===== src/rtl/keypad_scan_ctrl.sv =====
// 4x4 matrix keypad scanner: drives one column at a time, debounces whole-scan
// results and emits registered press/release events.
module keypad_scan_ctrl #(
    parameter int settle_cycles = 50_000,
    parameter int stable_scans  = 10
) (
    input  logic       clk,
    input  logic       rst,
    input  logic       scan_en,
    input  logic [3:0] row,
    output logic [3:0] col,
    output logic [3:0] key_code,
    output logic       key_valid,
    output logic       key_release,
    output logic       key_held
);
    localparam int dw = (settle_cycles > 1) ? $clog2(settle_cycles) : 1;
    localparam int sw = (stable_scans > 0) ? $clog2(stable_scans + 1) : 1;
    localparam logic [dw-1:0] dwell_last = dw'(settle_cycles - 1);
    localparam logic [sw-1:0] stable_max = sw'(stable_scans);
    localparam logic [sw-1:0] stable_pre = sw'(stable_scans - 1);
    // Nibble {row, column} holds the hex value printed on that key.
    localparam logic [63:0] key_map = 64'hDEF0_C987_B654_A321;

    typedef enum logic {DRIVE, EVAL} state_t;
    typedef enum logic [1:0] {RES_NONE, RES_KEY, RES_MULTI} res_kind_t;
    typedef struct packed {
        res_kind_t  kind;
        logic [3:0] code;
    } scan_res_t;

    localparam scan_res_t res_none = '{kind: RES_NONE, code: 4'h0};

    logic [3:0]    row_meta, row_sync;
    state_t        state, state_next;
    logic [1:0]    col_idx, col_idx_next;
    logic [dw-1:0] dwell, dwell_next;
    logic [15:0]   acc, acc_next;
    logic          paused, paused_next;
    logic [3:0]    col_next;
    scan_res_t     scan_res, cand, cand_next, accepted, accepted_next;
    logic [sw-1:0] stable_cnt, cnt_next;
    logic [3:0]    code_next, hit;
    logic          valid_next, release_next, held_next, reached;

    // acc bit {row, column} is 1 when that key was seen pressed this scan.
    always_comb begin
        scan_res = res_none;
        hit      = 4'h0;
        for (int i = 0; i < 16; i++)
            if (acc[i]) hit = 4'(i);
        if ($countones(acc) == 1)
            scan_res = '{kind: RES_KEY, code: key_map[{hit, 2'b00} +: 4]};
        else if (acc != '0)
            scan_res = '{kind: RES_MULTI, code: 4'h0};
    end

    // NOTE: every signal gets a default first, so no latch can be inferred.
    always_comb begin
        state_next    = state;
        col_idx_next  = col_idx;
        dwell_next    = dwell;
        acc_next      = acc;
        paused_next   = paused;
        col_next      = col;
        cand_next     = cand;
        cnt_next      = stable_cnt;
        accepted_next = accepted;
        code_next     = key_code;
        held_next     = key_held;
        valid_next    = 1'b0;
        release_next  = 1'b0;
        reached       = 1'b0;

        if (!scan_en) begin
            paused_next = 1'b1;
            col_next    = 4'b1111;
        end else if (paused) begin
            // Re-enable restarts the interrupted column dwell from zero.
            paused_next = 1'b0;
            dwell_next  = '0;
            col_next    = (state == DRIVE) ? ~(4'b0001 << col_idx) : 4'b1111;
        end else begin
            case (state)
                DRIVE: begin
                    if (dwell == dwell_last) begin
                        for (int r = 0; r < 4; r++)
                            acc_next[{2'(r), col_idx}] = ~row_sync[r];
                        dwell_next = '0;
                        if (col_idx == 2'd3) begin
                            state_next = EVAL;
                            col_next   = 4'b1111;
                        end else begin
                            col_idx_next = col_idx + 2'd1;
                            col_next     = ~(4'b0001 << (col_idx + 2'd1));
                        end
                    end else begin
                        dwell_next = dwell + dw'(1);
                    end
                end
                EVAL: begin
                    state_next   = DRIVE;
                    col_idx_next = 2'd0;
                    dwell_next   = '0;
                    acc_next     = '0;
                    col_next     = 4'b1110;
                    if (scan_res == cand) begin
                        if (stable_cnt != stable_max) cnt_next = stable_cnt + sw'(1);
                        reached = (stable_cnt == stable_pre);
                    end else begin
                        cand_next = scan_res;
                        cnt_next  = sw'(1);
                        reached   = (stable_scans == 1);
                    end
                    if (reached) begin
                        if (cand_next.kind == RES_KEY && cand_next != accepted) begin
                            accepted_next = cand_next;
                            code_next     = cand_next.code;
                            held_next     = 1'b1;
                            valid_next    = 1'b1;
                        end else if (cand_next.kind == RES_NONE && accepted.kind == RES_KEY) begin
                            accepted_next = res_none;
                            held_next     = 1'b0;
                            release_next  = 1'b1;
                        end
                    end
                end
                default: state_next = DRIVE;
            endcase
        end
    end

    // NOTE: registered state is written with non-blocking assignments only.
    always_ff @(posedge clk) begin
        if (rst) begin
            row_meta    <= 4'hF;
            row_sync    <= 4'hF;
            state       <= DRIVE;
            col_idx     <= 2'd0;
            dwell       <= '0;
            acc         <= '0;
            paused      <= 1'b0;
            col         <= 4'b1110;
            cand        <= res_none;
            stable_cnt  <= '0;
            accepted    <= res_none;
            key_code    <= 4'h0;
            key_valid   <= 1'b0;
            key_release <= 1'b0;
            key_held    <= 1'b0;
        end else begin
            row_meta    <= row;
            row_sync    <= row_meta;
            state       <= state_next;
            col_idx     <= col_idx_next;
            dwell       <= dwell_next;
            acc         <= acc_next;
            paused      <= paused_next;
            col         <= col_next;
            cand        <= cand_next;
            stable_cnt  <= cnt_next;
            accepted    <= accepted_next;
            key_code    <= code_next;
            key_valid   <= valid_next;
            key_release <= release_next;
            key_held    <= held_next;
        end
    end
endmodule


===== config.mk =====
export PLATFORM = sky130hd
export DESIGN_NAME = keypad_scan_ctrl
export DESIGN_NICKNAME = d
export VERILOG_FILES = /design/src/rtl/keypad_scan_ctrl.sv
export SDC_FILE = /design/constraint.sdc
export NUM_CORES = 1
export LEC_CHECK = 0
export BUFFER_PORTS_ARGS = -buffer_cell sky130_fd_sc_hd__buf_2
export CAP_MARGIN = 20
export CORE_MARGIN = 1.5
export CORE_UTILIZATION = 59
export CTS_CLUSTER_DIAMETER = 80
export DETAILED_ROUTE_END_ITERATION = 16
export GPL_ROUTABILITY_DRIVEN = 0
export PLACE_DENSITY = 0.77
export SYNTH_ARGS = -nofsm -noshare
export SYNTH_HDL_FRONTEND = slang
export SYNTH_SLANG_ARGS = --single-unit

===== constraint.sdc =====
create_clock -name clk -period 15.65 [get_ports clk]
set_clock_uncertainty 0.1 [all_clocks]
set_input_delay 3.13 -clock clk [delete_from_list [all_inputs] [get_ports clk]]
set_output_delay 3.13 -clock clk [all_outputs]
set_load 0.01 [all_outputs]

---- Word level (Yosys, flattened, before mapping) ----
Cells that the tools add are included.
cells by class
  add/sub/neg operators ................... 18
  order comparisons ....................... 8
  equality and inequality tests ........... 14
  shifts and indexed selects .............. 3
  mux-type cells .......................... 63
  bitwise logic cells ..................... 10
  reduce and logical (&&, ||, !) cells .... 19
operators by type and width
  cell                       count
  $mux W4                    20
  $bwmux W16                 4
  $pmux W16 S2               2
  $shiftx A64 B7 Y4 const A  1
  $mux W16                   3
  $mux W6                    8
  $mux W1                    17
  $add A1 B1 Y2              8
  $add A16 B1 Y16 const B    1
  $eq A16 B16 Y1 const B     1
  $reduce_bool A16 Y1        1
  $add A2 B2 Y3              4
  $lt A4 B5 Y1 const B       2
  $reduce_and A5 Y1          2
  $add A3 B3 Y4              2
  $demux W1 S2               4
  $ge A4 B1 Y1 const B       2
  $not A1 Y1                 8
  $not A4 Y4                 2
  $pmux W4 S2                1
  $reduce_and A4 Y1          2
  $shl A1 B2 Y4 const A      2
  $eq A6 B6 Y1               1
  $logic_and A1 B1 Y1        6
  27 further kinds           31
storage, ports and cells
  flip-flop bits (word level) ............. 71
  bits of input ports ..................... 7
  word-level logic and storage cells ...... 153

---- Longest topological paths before layout ----
Gate-level depths: netlist (run 1).
  depth in word-level cells ............... 26
  depth in mapped cells ................... 19
  mapped depth without buffers ............ 17

---- Least setup slack after synthesis (run 1) ----
Ideal clock, no wire load.
  kind .................................... flip-flop to flip-flop
  start point ............................. register acc[5]
  end point ............................... register accepted[0] (netlist name)
  library setup time ...................... 0.072 ns
  arrival ................................. 5.299 ns
  setup slack ............................. 10.179 ns
  stages on the path, launching flop included .. 20
  buffers on the path ..................... 2
  period minus slack after synthesis ...... 5.471 ns
  cells stage by stage .................... dfxtp_1 > inv_1 > fa_1 > inv_1 > fa_1 > fa_1 > inv_1 > fa_1 > inv_1 > ha_1 > fa_1 > or4b_1 > a211oi_2 > buf_2 > o211ai_1 > xor2_1 > o2111ai_1 > o2111ai_1 > buf_2 > mux2i_1
on the way
  longest elaborated chain between the ends .. 22
RTL lines
  element                                     line      source
  start, declared                             38        logic [15:0] acc, acc_next;
  start signal, assigned                      157       acc <= acc_next;
  $mux W4 (11 in series)                      51        if (acc[i]) hit = 4'(i);
  $shiftx A64 B7 Y4                           53        scan_res = '{kind: RES_KEY, code: key_map[{hit, 2'b00} +: 4]};
  $mux W6 (*)                                 52        if ($countones(acc) == 1)
  $eq A6 B6 Y1                                107       if (scan_res == cand) begin
  $mux W6                                     107
  $mux W6                                     84        case (state)
  $mux W6                                     78        end else if (paused) begin
  $mux W6                                     75        if (!scan_en) begin
  $ne A6 B6 Y1, or another cell as far along  116       if (cand_next.kind == RES_KEY && cand_next != accepted) begin
  $logic_and A1 B1 Y1 (on tied branches)      116, 121
  $reduce_bool A2 Y1 (no line)                --
  $reduce_and A5 Y1 (no line)                 --
  end signal, assigned                        146       accepted <= res_none;
  end signal, assigned                        162       accepted <= accepted_next;
  end, declared                               41        scan_res_t scan_res, cand, cand_next, accepted, accepted_next;
Mark *: on every way between the ends. The rest lies on a longest branch, timed or not. The select of a mux whose other input is x is not followed.
A chain may end at the register's enable or synchronous reset.

---- Worst setup path in the final report (run 1) ----
  start point ............................. register acc[5]
  end point ............................... register cand[2] (netlist name)
on the way
  longest elaborated chain between the ends .. 18
RTL lines
  element                 line  source
  $mux W4 (11 in series)  51
  $shiftx A64 B7 Y4       53
  $mux W6 (*)             52
  $eq A6 B6 Y1            107
  $mux W6 (*)             107
  $mux W6 (*)             84
  $mux W6 (*)             78
  $mux W6 (*)             75
  end signal, assigned    144   cand <= res_none;
  end signal, assigned    160   cand <= cand_next;
  end, declared           41
Marked as above.

==> results of run 1 <==
-- Yosys cell counts, drive strengths merged, types with 5 or more instances --
| master | n | share of area [%] |
|---|---|---|
| dfxtp | 71 | 34 |
| nor2 | 59 | 5.4 |
| nand2 | 46 | 4.1 |
| inv | 33 | 3.0 |
| ha | 21 | 6.3 |
| nand3 | 19 | 2.3 |
| a2bb2oi | 17 | 3.6 |
| clkbuf | 15 | 1.3 |
| o21ai | 14 | 1.7 |
| or2 | 14 | 2.1 |
| mux2i | 12 | 2.9 |
| a21oi | 11 | 1.4 |
| fa | 10 | 4.8 |
| xor2 | 10 | 2.1 |
| nand4 | 9 | 1.3 |
| nor3 | 7 | 0.96 |
| o311ai | 7 | 1.6 |
| or3 | 7 | 1.2 |
| or4 | 7 | 1.3 |
| xnor2 | 6 | 1.3 |
| and3 | 5 | 0.75 |
| buf | 5 | 0.60 |
| nor2b | 5 | 0.75 |
| o211ai | 5 | 1.1 |
| o31ai | 5 | 0.90 |
-- flip-flops by register name (all words and copies together) (netlist names) --
| signal | cells |
|---|---|
| dwell | 16 |
| col_idx | 2 |
| key_code | 4 |
| key_held | 1 |
| stable_cnt | 4 |
| key_valid | 1 |
| col | 4 |
| row_meta | 4 |
| cand | 6 |
| state | 1 |
| paused | 1 |
| key_release | 1 |
| accepted | 6 |
| row_sync | 4 |
| acc | 16 |
-- per-stage QoR --
step	worst slack (ps)	hold WS, ps	cell area, µm²	util, %	cells
4_1_cts	9020	306	4490	65.7	591
6_report	9090	311	4500	65.8	592
3_5_place_dp	9040	296	4300	62.9	575
5_1_grt	8760	325	4500	65.8	592
2_1_floorplan	10180	289	4170	-	482
3_3_place_gp	9250	293	4300	62.9	575
-- cell type report --
class                   count  area (µm²)
clock buffers              12         165
clock inverters             4        27.5
multi-input cells         358        2550
repair buffers             18        92.6
well taps                  96         120
flip-flops and latches     71        1420
inverters                  33         124
fillers                   601        2330
-- cells by family (layout without fill, tap and decap cells) --
group                    after synthesis  after routing  synth area share, %
AO/OA/AOI/OAI                         99             99                 18.9
XOR/XNOR                              16             16                 3.36
adder cells (fa/ha/maj)               31             31                 11.1
buffers and inverters                 53             67                 4.92
flip-flops                            71             71                 34.1
multiplexers                          12             12                 2.88
AND/OR/NAND/NOR                      200            200                 24.8
-- routing by layer --
metal	global-route usage, %	vias to the layer above	routed length (µm)
met5	0	-	0
met4	9.38	0	116
met3	4.64	10	317
met2	40.2	73	4210
met1	35.9	1717	4590
li1	-	1746	-
-- worst min-delay path by stage --
stage,slack [ps],from,cells after the start,endpoint
floorplan,290,row_meta[0],1,row_sync[0]
global placement,290,row_meta[0],1,row_sync[0]
detailed placement,300,row_meta[1],1,row_sync[1]
CTS,310,row_meta[1],1,row_sync[1]
global route,330,row_meta[0],1,row_sync[0]
finish,310,row_meta[1],1,row_sync[1]
-- where the power goes --
group	internal [mW]	total, mW	switching [mW]
registers	0.183	0.185	0.00209
clock network	0.0709	0.143	0.0723
logic	0.00346	0.00944	0.00598
total	0.257	0.337	0.0804
-- critical path: stages (launching register included) --
cell,delay (ps)
dfxtp_1,440
inv_1,110
fa_1,540
inv_1,50
fa_1,470
fa_1,520
inv_1,50
fa_1,470
inv_1,40
ha_1,200
fa_1,420
or4b_1,570
a211oi_2,790
o211ai_2,300
xnor2_1,800
o31a_1,400
mux2i_1,220
==> results by group, run 1 <==
Run status
  • Status: complete, no violations

Hold path
  • Hold Crit Class: reg2reg

Clocking
  • H-Tree Depth: 3
  • Worst-skew pair later-pin latency: 360 ps
  • CTS buffer count: 9
  • Cts repair resizes: 0
  • CTS sink cnt: 71
  • Clock slew at reported path FFs: 80 ps
  • CTS tree: yes
  • Post-CTS Setup Inserts: 0
  • Clk buf depth: 2
  • Clk root buf: clkbuf_8
  • Hold buffer count at CTS: 0

Floorplanning
  • Die Ht: 87.1 µm
  • IO Pins: 18
  • Core area: 6830 µm²
  • Starting Density: 61.1%
  • FP Rows: 30
  • Chip width: 87.1 µm
  • DIE AREA: 7590 µm²

Global routing
  • First-pass GRT wire length: 15400 µm
  • GRT Util Overall: 25.8%
  • Largest net degree at the start of global routing: 43
  • Antenna violations before repair: 0
  • Vias in the first global route: 3335
  • GRT overflow: 0

Setup path
  • Crit-path max FO: 16
  • R2R depth: 16
  • FF-to-FF Start: acc[5]
  • Worst setup SP type: flop
  • CP Capture Point: cand[2]
  • Endpoint of the worst-slack reg-to-reg timing path: cand[2]
  • CP Data Arrival Time: 6740 ps
  • Worst endpoint required time: 15830 ps
  • Critical Path Source: acc[5]
  • Flop-to-flop setup slack: 9090 ps
  • Critical path class: reg2reg
  • Setup crit end kind: flop

Run
  • Max-cap violation count: 0

Final layout
  • Ant. Diodes: 0
  • Layout cell share with drive strength beyond 1: 12.9%
  • Most common cell after layout, fill and taps aside: dfxtp_1
  • Most frequent cells in the layout: dfxtp_1, nor2_1, nand2_1, inv_1, ha_1
  • Fin nets: 529
  • Area grow syn2layout: 7.76%

Logic synthesis
  • Post-Syn Area: 4170 µm²
  • Seq cells post-synth: 71
  • Syn_area_per_cell: 8.66 µm²
  • Sequential area share after synthesis: 34.1%
  • Mapped Nets: 520
  • Cells after synthesis: 482
  • Ys Warns: 0
  • Synth unique cells: 68
  • EDFF count, synth: 0
  • Asr flop ratio synth: 0%
  • Top FF cell, synth: dfxtp_1

Route
  • 1st-iter DRT viols: 306
  • Via count: 3546
  • Routed WL: 9240 µm
  • Final ANT Viol Nets: 0
  • 1st-pass router iterations: 5
  • Post-DR vias/cell: 5.99
  • DR WL/cell: 15.6 µm
  • DRC Markers: 0

Timing
  • Max-slew violations: 0
  • Final hold vios: 0
  • Peak Freq: 0.152 GHz
  • Fin Setup TNS: 0 ps
  • Tcrit/Tclk final: 41.9%
  • RSZ-0062 raised after global routing: false
  • Slew @ Worst Pin: 977 ps
  • Final setup vio count: 0
  • Slew headroom: 34.7%
  • Fin crit period: 6560 ps

Power
  • Power Dens Cells: 75.0 nW/µm²
  • Tot Pwr: 0.337 mW
  • Peak supply drop: 0.0531 mV
  • Leak Pwr: 1.84 nW

Placed design
  • Dpl hpwl: 6730 µm
  • Buffers on Ports: 17
Note: power is estimated with default switching activity, not from simulation.
==> run 2: changes to the inputs <==
==> constraint.sdc (replaced) <==
create_clock -name clk -period 6.6 [get_ports clk]
set_clock_uncertainty 0.1 [all_clocks]
set_input_delay 1.32 -clock clk [delete_from_list [all_inputs] [get_ports clk]]
set_output_delay 1.32 -clock clk [all_outputs]
set_load 0.01 [all_outputs]
==> run 2 against run 1 <==
  * Register-to-register slack got worse by 8600 ps
  * Sequential power is 140% higher
  * Via count fell by 1.6%
  * Cell area increased by 1.3%
  * Non-clock buffer count up 1
  * Wire length rose by 0.19%
  * Fmax grew 6.8%
  * Critical endpoint unchanged
  * Largest cell class unchanged
  * Highest routed layer unchanged
==> results by group, run 2 (synthesis results as in run 1) <==
Global routing
  • Grt peak-use layer: met2 (unchanged)
  • Largest net degree at the start of global routing: 43 (unchanged)
  • GRT Util Overall: 26.5% (was 25.8%)
  • Antenna violations before repair: 0 (unchanged)
  • M2 GR Usage: 42.7% (was 40.2%)
  • GRT overflow: 0 (unchanged)
  • First-pass GRT wire length: 15600 µm (was 15400 µm)
  • Vias in the first global route: 3285 (was 3335)
  • Met1 Track Usage GR: 35.4% (was 35.9%)
  • Met3 usage: 5.21% (was 4.64%)

Final layout
  • Layout cell share with drive strength beyond 1: 13.1% (was 12.9%)
  • Fin nets: 530 (was 529)
  • Ant. Diodes: 0 (unchanged)
  • Area grow syn2layout: 9.17% (was 7.76%)
  • Most common cell after layout, fill and taps aside: dfxtp_1 (unchanged)
  • Most frequent cells in the layout: dfxtp_1, nor2_1, nand2_1, inv_1, ha_1 (unchanged)
  • Top flop regs: acc: 16 flops, dwell: 16 flops (unchanged)

Clocking
  • CTS buffer count: 9 (unchanged)
  • CTS tree: yes (unchanged)
  • H-Tree Depth: 3 (unchanged)
  • Hold buffer count at CTS: 0 (unchanged)
  • Worst-skew pair later-pin latency: 350 ps (was 360 ps)
  • Cts repair resizes: 0 (unchanged)
  • Clk root buf: clkbuf_8 (unchanged)
  • CTS sink cnt: 71 (unchanged)
  • Clock slew at reported path FFs: 80 ps (about the same)
  • Clk buf depth: 2 (unchanged)
  • Post-CTS Setup Inserts: 0 (unchanged)

Timing
  • RSZ-0062 raised after global routing: false (unchanged)
  • Slew @ Worst Pin: 821 ps (was 977 ps)
  • Final hold vios: 0 (unchanged)
  • Peak Freq: 0.163 GHz (was 0.152 GHz)
  • Tcrit/Tclk final: 93.1% (was 41.9%)
  • Final setup vio count: 0 (unchanged)
  • Fin Setup TNS: 0 ps (unchanged)
  • Final setup margin: 454 ps (was 9090 ps)
  • Slew headroom: 44.9% (was 34.7%)
  • Fin crit period: 6150 ps (was 6560 ps)
  • Max-slew violations: 0 (unchanged)

Floorplanning
  • Chip width: 87.1 µm (unchanged)
  • FP Rows: 30 (unchanged)
  • Die Ht: 87.1 µm (unchanged)
  • IO Pins: 18 (unchanged)
  • DIE AREA: 7590 µm² (unchanged)
  • Core area: 6830 µm² (unchanged)
  • Starting Density: 61.1% (unchanged)

Setup path
  • Setup crit end kind: flop (unchanged)
  • Slowest-stage cell, CP: xnor2_1 (unchanged)
  • Critical Path Source: acc[5] (unchanged)
  • Max incr delay on CP: 710 ps (was 800 ps)
  • Critical path class: reg2reg (unchanged)
  • CP Data Arrival Time: 6330 ps (was 6740 ps)
  • Worst endpoint required time: 6780 ps (was 15830 ps)
  • Cells along the critical path: inv_1, fa_1, inv_1, fa_1, fa_1, inv_1, fa_1, inv_1, ha_1, fa_1, or4b_1, a211oi_2, o211ai_2, xnor2_1, o31a_1, mux2i_1 (unchanged)
  • Crit-path max FO: 12 (was 16)
  • Worst setup SP type: flop (unchanged)
  • Cell repeated most along the worst path: fa_1 (unchanged)
  • FF-to-FF Start: acc[5] (unchanged)

Power
  • Leak Pwr: 1.86 nW (was 1.84 nW)
  • Power Dens Cells: 195 nW/µm² (was 75.0 nW/µm²)
  • Peak supply drop: 0.189 mV (was 0.0531 mV)

Route
  • Post-DR vias/cell: 5.88 (was 5.99)
  • Final ANT Viol Nets: 0 (unchanged)
  • 1st-pass router iterations: 4 (was 5)
  • 1st-iter DRT viols: 200 (was 306)
  • Routed WL: 9250 µm (was 9240 µm)
  • DRC Markers: 0 (unchanged)
  • DR WL/cell: 15.6 µm (about the same)
  • Via count: 3489 (was 3546)

Hold path
  • Min-delay src: row_meta[0] (was row_meta[1])
  • Hold Crit Class: reg2reg (unchanged)

Placed design
  • Dpl ws: 440 ps (was 9040 ps)
  • Buffers on Ports: 17 (unchanged)
  • Dpl hpwl: 6870 µm (was 6730 µm)

Run status
  • Status: complete, no violations (unchanged)

Run
  • Max-cap violation count: 0 (unchanged)
[run 2: cell count changes in the layout (fill, tap and decap cells not counted), sizes merged]
cell | before | now
clkinv | 3 | 2
bufinv | 0 | 3
clkinvlp | 0 | 1
buf | 18 | 19
clkbuf | 12 | 9
[run 2: per-stage QoR]
stage | instances | cell area, µm² | hold WS (ps) | utilization (%) | total power, mW
global placement | 577 | 4310 | 292 | 63.1 | 0.470
detailed placement | 577 | 4310 | 292 | 63.1 | 0.470
CTS | 593 | 4560 | 311 | 66.7 | 0.890
finish | 593 | 4560 | 311 | 66.7 | 0.887
floorplan | 482 | 4170 | 289 | - | 0.464
global route | 593 | 4560 | 323 | 66.7 | 0.914
[run 2: area by class of cell]
class / instances / area, µm²
Sequential cell: 71 / 1420
Clock buffer: 9 / 124
Clock inverter: 7 / 120
Inverter: 33 / 124
Tap cell: 96 / 120
Fill cell: 597 / 2270
Timing Repair Buffer: 19 / 100
Multi-Input combinational cell: 358 / 2550
[run 2: final timing paths]
path,end,slack (ps),cells past startpoint
setup / recovery,cand[2],450,16
hold / removal,row_sync[0],310,1
setup reg to reg,cand[2],450,16
hold reg to reg,row_sync[0],310,1
[run 2: where the power goes]
group	internal, mW	switching, mW
Sequential	0.433	0.00510
Combinational	0.00823	0.0139
Clock	0.252	0.174
Total	0.693	0.193
[run 2: critical path, delay by kind of cell (launching register included)]
| kind | cells | cell delay (ps) |
|---|---|---|
| adder cells (fa/ha/maj) | 6 | 2630 |
| XOR/XNOR | 1 | 710 |
| flip-flops | 1 | 450 |
| buffers and inverters | 4 | 250 |
| multiplexers | 1 | 220 |
| AND/OR/NAND/NOR | 1 | 560 |
| AO/OA/AOI/OAI | 3 | 1160 |
[run 2: metal layers]
metal  up-vias  share of wire (%)
li1       1735                  -
met1      1663                 48
met2        78                 46
met3        13                4.3
met4         0                1.6
met5         -                  0
==> run 3: changes to the inputs <==
--- a/config.mk
+++ b/config.mk
@@ -12,7 +12,9 @@
 export CTS_CLUSTER_DIAMETER = 80
 export DETAILED_ROUTE_END_ITERATION = 16
 export GPL_ROUTABILITY_DRIVEN = 0
+export MAX_ROUTING_LAYER = met4
 export PLACE_DENSITY = 0.77
+export SETUP_SLACK_MARGIN = 0.5
 export SYNTH_ARGS = -nofsm -noshare
 export SYNTH_HDL_FRONTEND = slang
 export SYNTH_SLANG_ARGS = --single-unit
==> run 3 against run 2 <==
  * Via count increased by 1.1%
  * Flip-flop and latch count unchanged
  * Fmax up 6.2%
  * First-iteration DRC count fell by 5.0%
  * Sequential power about the same
  * Hold slack barely moved
  * Critical path type unchanged
  * Highest routed layer unchanged
==> results by group, run 3 (synthesis results as in run 1) <==
Placed design
  • Dpl hpwl: 6870 µm (unchanged)
  • Buffers on Ports: 17 (unchanged)

Setup path
  • Critical path class: reg2reg (unchanged)
  • CP Data Arrival Time: 5950 ps (was 6330 ps)
  • Worst setup SP type: flop (unchanged)
  • Worst endpoint required time: 6770 ps (was 6780 ps)
  • Crit-path max FO: 12 (unchanged)
  • Setup crit end kind: flop (unchanged)

Timing
  • Max-slew violations: 0 (unchanged)
  • Fin Setup TNS: 0 ps (unchanged)
  • Tcrit/Tclk final: 87.7% (was 93.1%)
  • Peak Freq: 0.173 GHz (was 0.163 GHz)
  • Final setup vio count: 0 (unchanged)
  • Slew headroom: 49.5% (was 44.9%)
  • Final hold vios: 0 (unchanged)
  • RSZ-0062 raised after global routing: false (unchanged)
  • Fin crit period: 5790 ps (was 6150 ps)
  • Slew @ Worst Pin: 756 ps (was 821 ps)

Clocking
  • CTS buffer count: 9 (unchanged)
  • H-Tree Depth: 3 (unchanged)
  • CTS tree: yes (unchanged)
  • Clk buf depth: 2 (unchanged)
  • Clk root buf: clkbuf_8 (unchanged)
  • Hold buffer count at CTS: 0 (unchanged)
  • Clock slew at reported path FFs: 80 ps (about the same)
  • CTS sink cnt: 71 (unchanged)
  • Worst-skew pair later-pin latency: 350 ps (about the same)

Floorplanning
  • Chip width: 87.1 µm (unchanged)
  • Core area: 6830 µm² (unchanged)
  • DIE AREA: 7590 µm² (unchanged)
  • IO Pins: 18 (unchanged)
  • FP Rows: 30 (unchanged)
  • Die Ht: 87.1 µm (unchanged)
  • Starting Density: 61.1% (unchanged)

Route
  • 1st-pass router iterations: 5 (was 4)
  • DRC Markers: 0 (unchanged)
  • Routed WL: 9460 µm (was 9250 µm)
  • Final ANT Viol Nets: 0 (unchanged)
  • Via count: 3528 (was 3489)
  • 1st-iter DRT viols: 190 (was 200)
  • Post-DR vias/cell: 5.94 (was 5.88)
  • DR WL/cell: 15.9 µm (was 15.6 µm)

Final layout
  • Final Util: 67.3% (was 66.7%)
  • Most frequent cells in the layout: dfxtp_1, nor2_1, nand2_1, inv_1, ha_1 (unchanged)
  • Most common cell after layout, fill and taps aside: dfxtp_1 (unchanged)
  • Area grow syn2layout: 10.2% (was 9.17%)
  • Ant. Diodes: 0 (unchanged)
  • Fin nets: 531 (was 530)
  • # fillers: 593 (was 597)
  • Layout cell share with drive strength beyond 1: 14.3% (was 13.1%)
  • Top flop regs: acc: 16 flops, dwell: 16 flops (unchanged)

Power
  • Leak Pwr: 1.90 nW (was 1.86 nW)
  • Peak supply drop: 0.189 mV (about the same)
  • Power Dens Cells: 192 nW/µm² (was 195 nW/µm²)

Global routing
  • Largest net degree at the start of global routing: 43 (unchanged)
  • First-pass GRT wire length: 15600 µm (about the same)
  • Antenna violations before repair: 0 (unchanged)
  • Vias in the first global route: 3278 (was 3285)
  • GRT overflow: 0 (unchanged)
  • GRT Util Overall: 27.3% (was 26.5%)

Run status
  • Status: complete, no violations (unchanged)

Run
  • Max-cap violation count: 0 (unchanged)

Hold path
  • Hold Crit Class: reg2reg (unchanged)
==> run 3: what timing repair did <==
item | 4_1_cts | 5_1_grt
resized for setup | 1 | 6
pin swaps | 0 | 1
endpoints found under the hold margin | 0 | 0
endpoints found under the setup margin | 3 | 20
setup buffers | 0 | 1
==> run 3: path summary, 6_finish.rpt <==
check,endpoint,cells after the start,start,slack (ps)
worst max register to register,stable_cnt[1],17,acc[9],810
worst min register to register,row_sync[0],1,row_meta[0],310
worst min-delay path,row_sync[0],1,row_meta[0],310
worst max-delay path,stable_cnt[1],17,acc[9],810
==> run 3: metrics by stage <==
step                      hold WS, ps  instances  cell area [µm²]  power (mW)  worst slack [ps]
after floorplan                   289        482             4170       0.464              1130
after global routing              323        594             4600       0.914               514
final                             310        594             4600       0.886               812
after global placement            292        577             4310       0.470               703
after detailed placement          292        577             4310       0.470               440
after CTS                         311        593             4560       0.890               542
==> run 3: power by group <==
part           leakage [nW]  internal, mW  switching [mW]
combinational          1.21       0.00822          0.0140
sequential            0.575         0.433         0.00501
clock                 0.120         0.252           0.173
==> run 3: layout make-up <==
type / instances / area [µm²] / share of cell area, %
clock buffers: 9 / 124 / 2.69
clock inverters: 7 / 120 / 2.61
inverters: 33 / 124 / 2.69
multi-input cells: 358 / 2580 / 56.1
flip-flops and latches: 71 / 1420 / 30.9
well taps: 96 / 120 / 2.61
repair buffers: 20 / 108 / 2.34
==> run 3: per-layer routing <==
metal	vias up	GRT usage, %	wire [µm]
met5	-	-	0
met4	0	9.38	162
met3	16	4.83	459
met2	96	42.8	4410
met1	1684	35.6	4420
li1	1732	-	-
==> run 3: worst max-delay path, cell delays in order (launching register included) <==
cell and delay, ps:
dfxtp_1 480, inv_1 100, fa_1 490, inv_1 50, fa_1 450, fa_1 510, inv_1 50, fa_1 480
inv_1 40, ha_1 200, fa_1 440, or4b_1 590, a211oi_4 310, buf_4 210, o211ai_2 150, xnor2_2 270
or3_4 470, o311ai_2 290
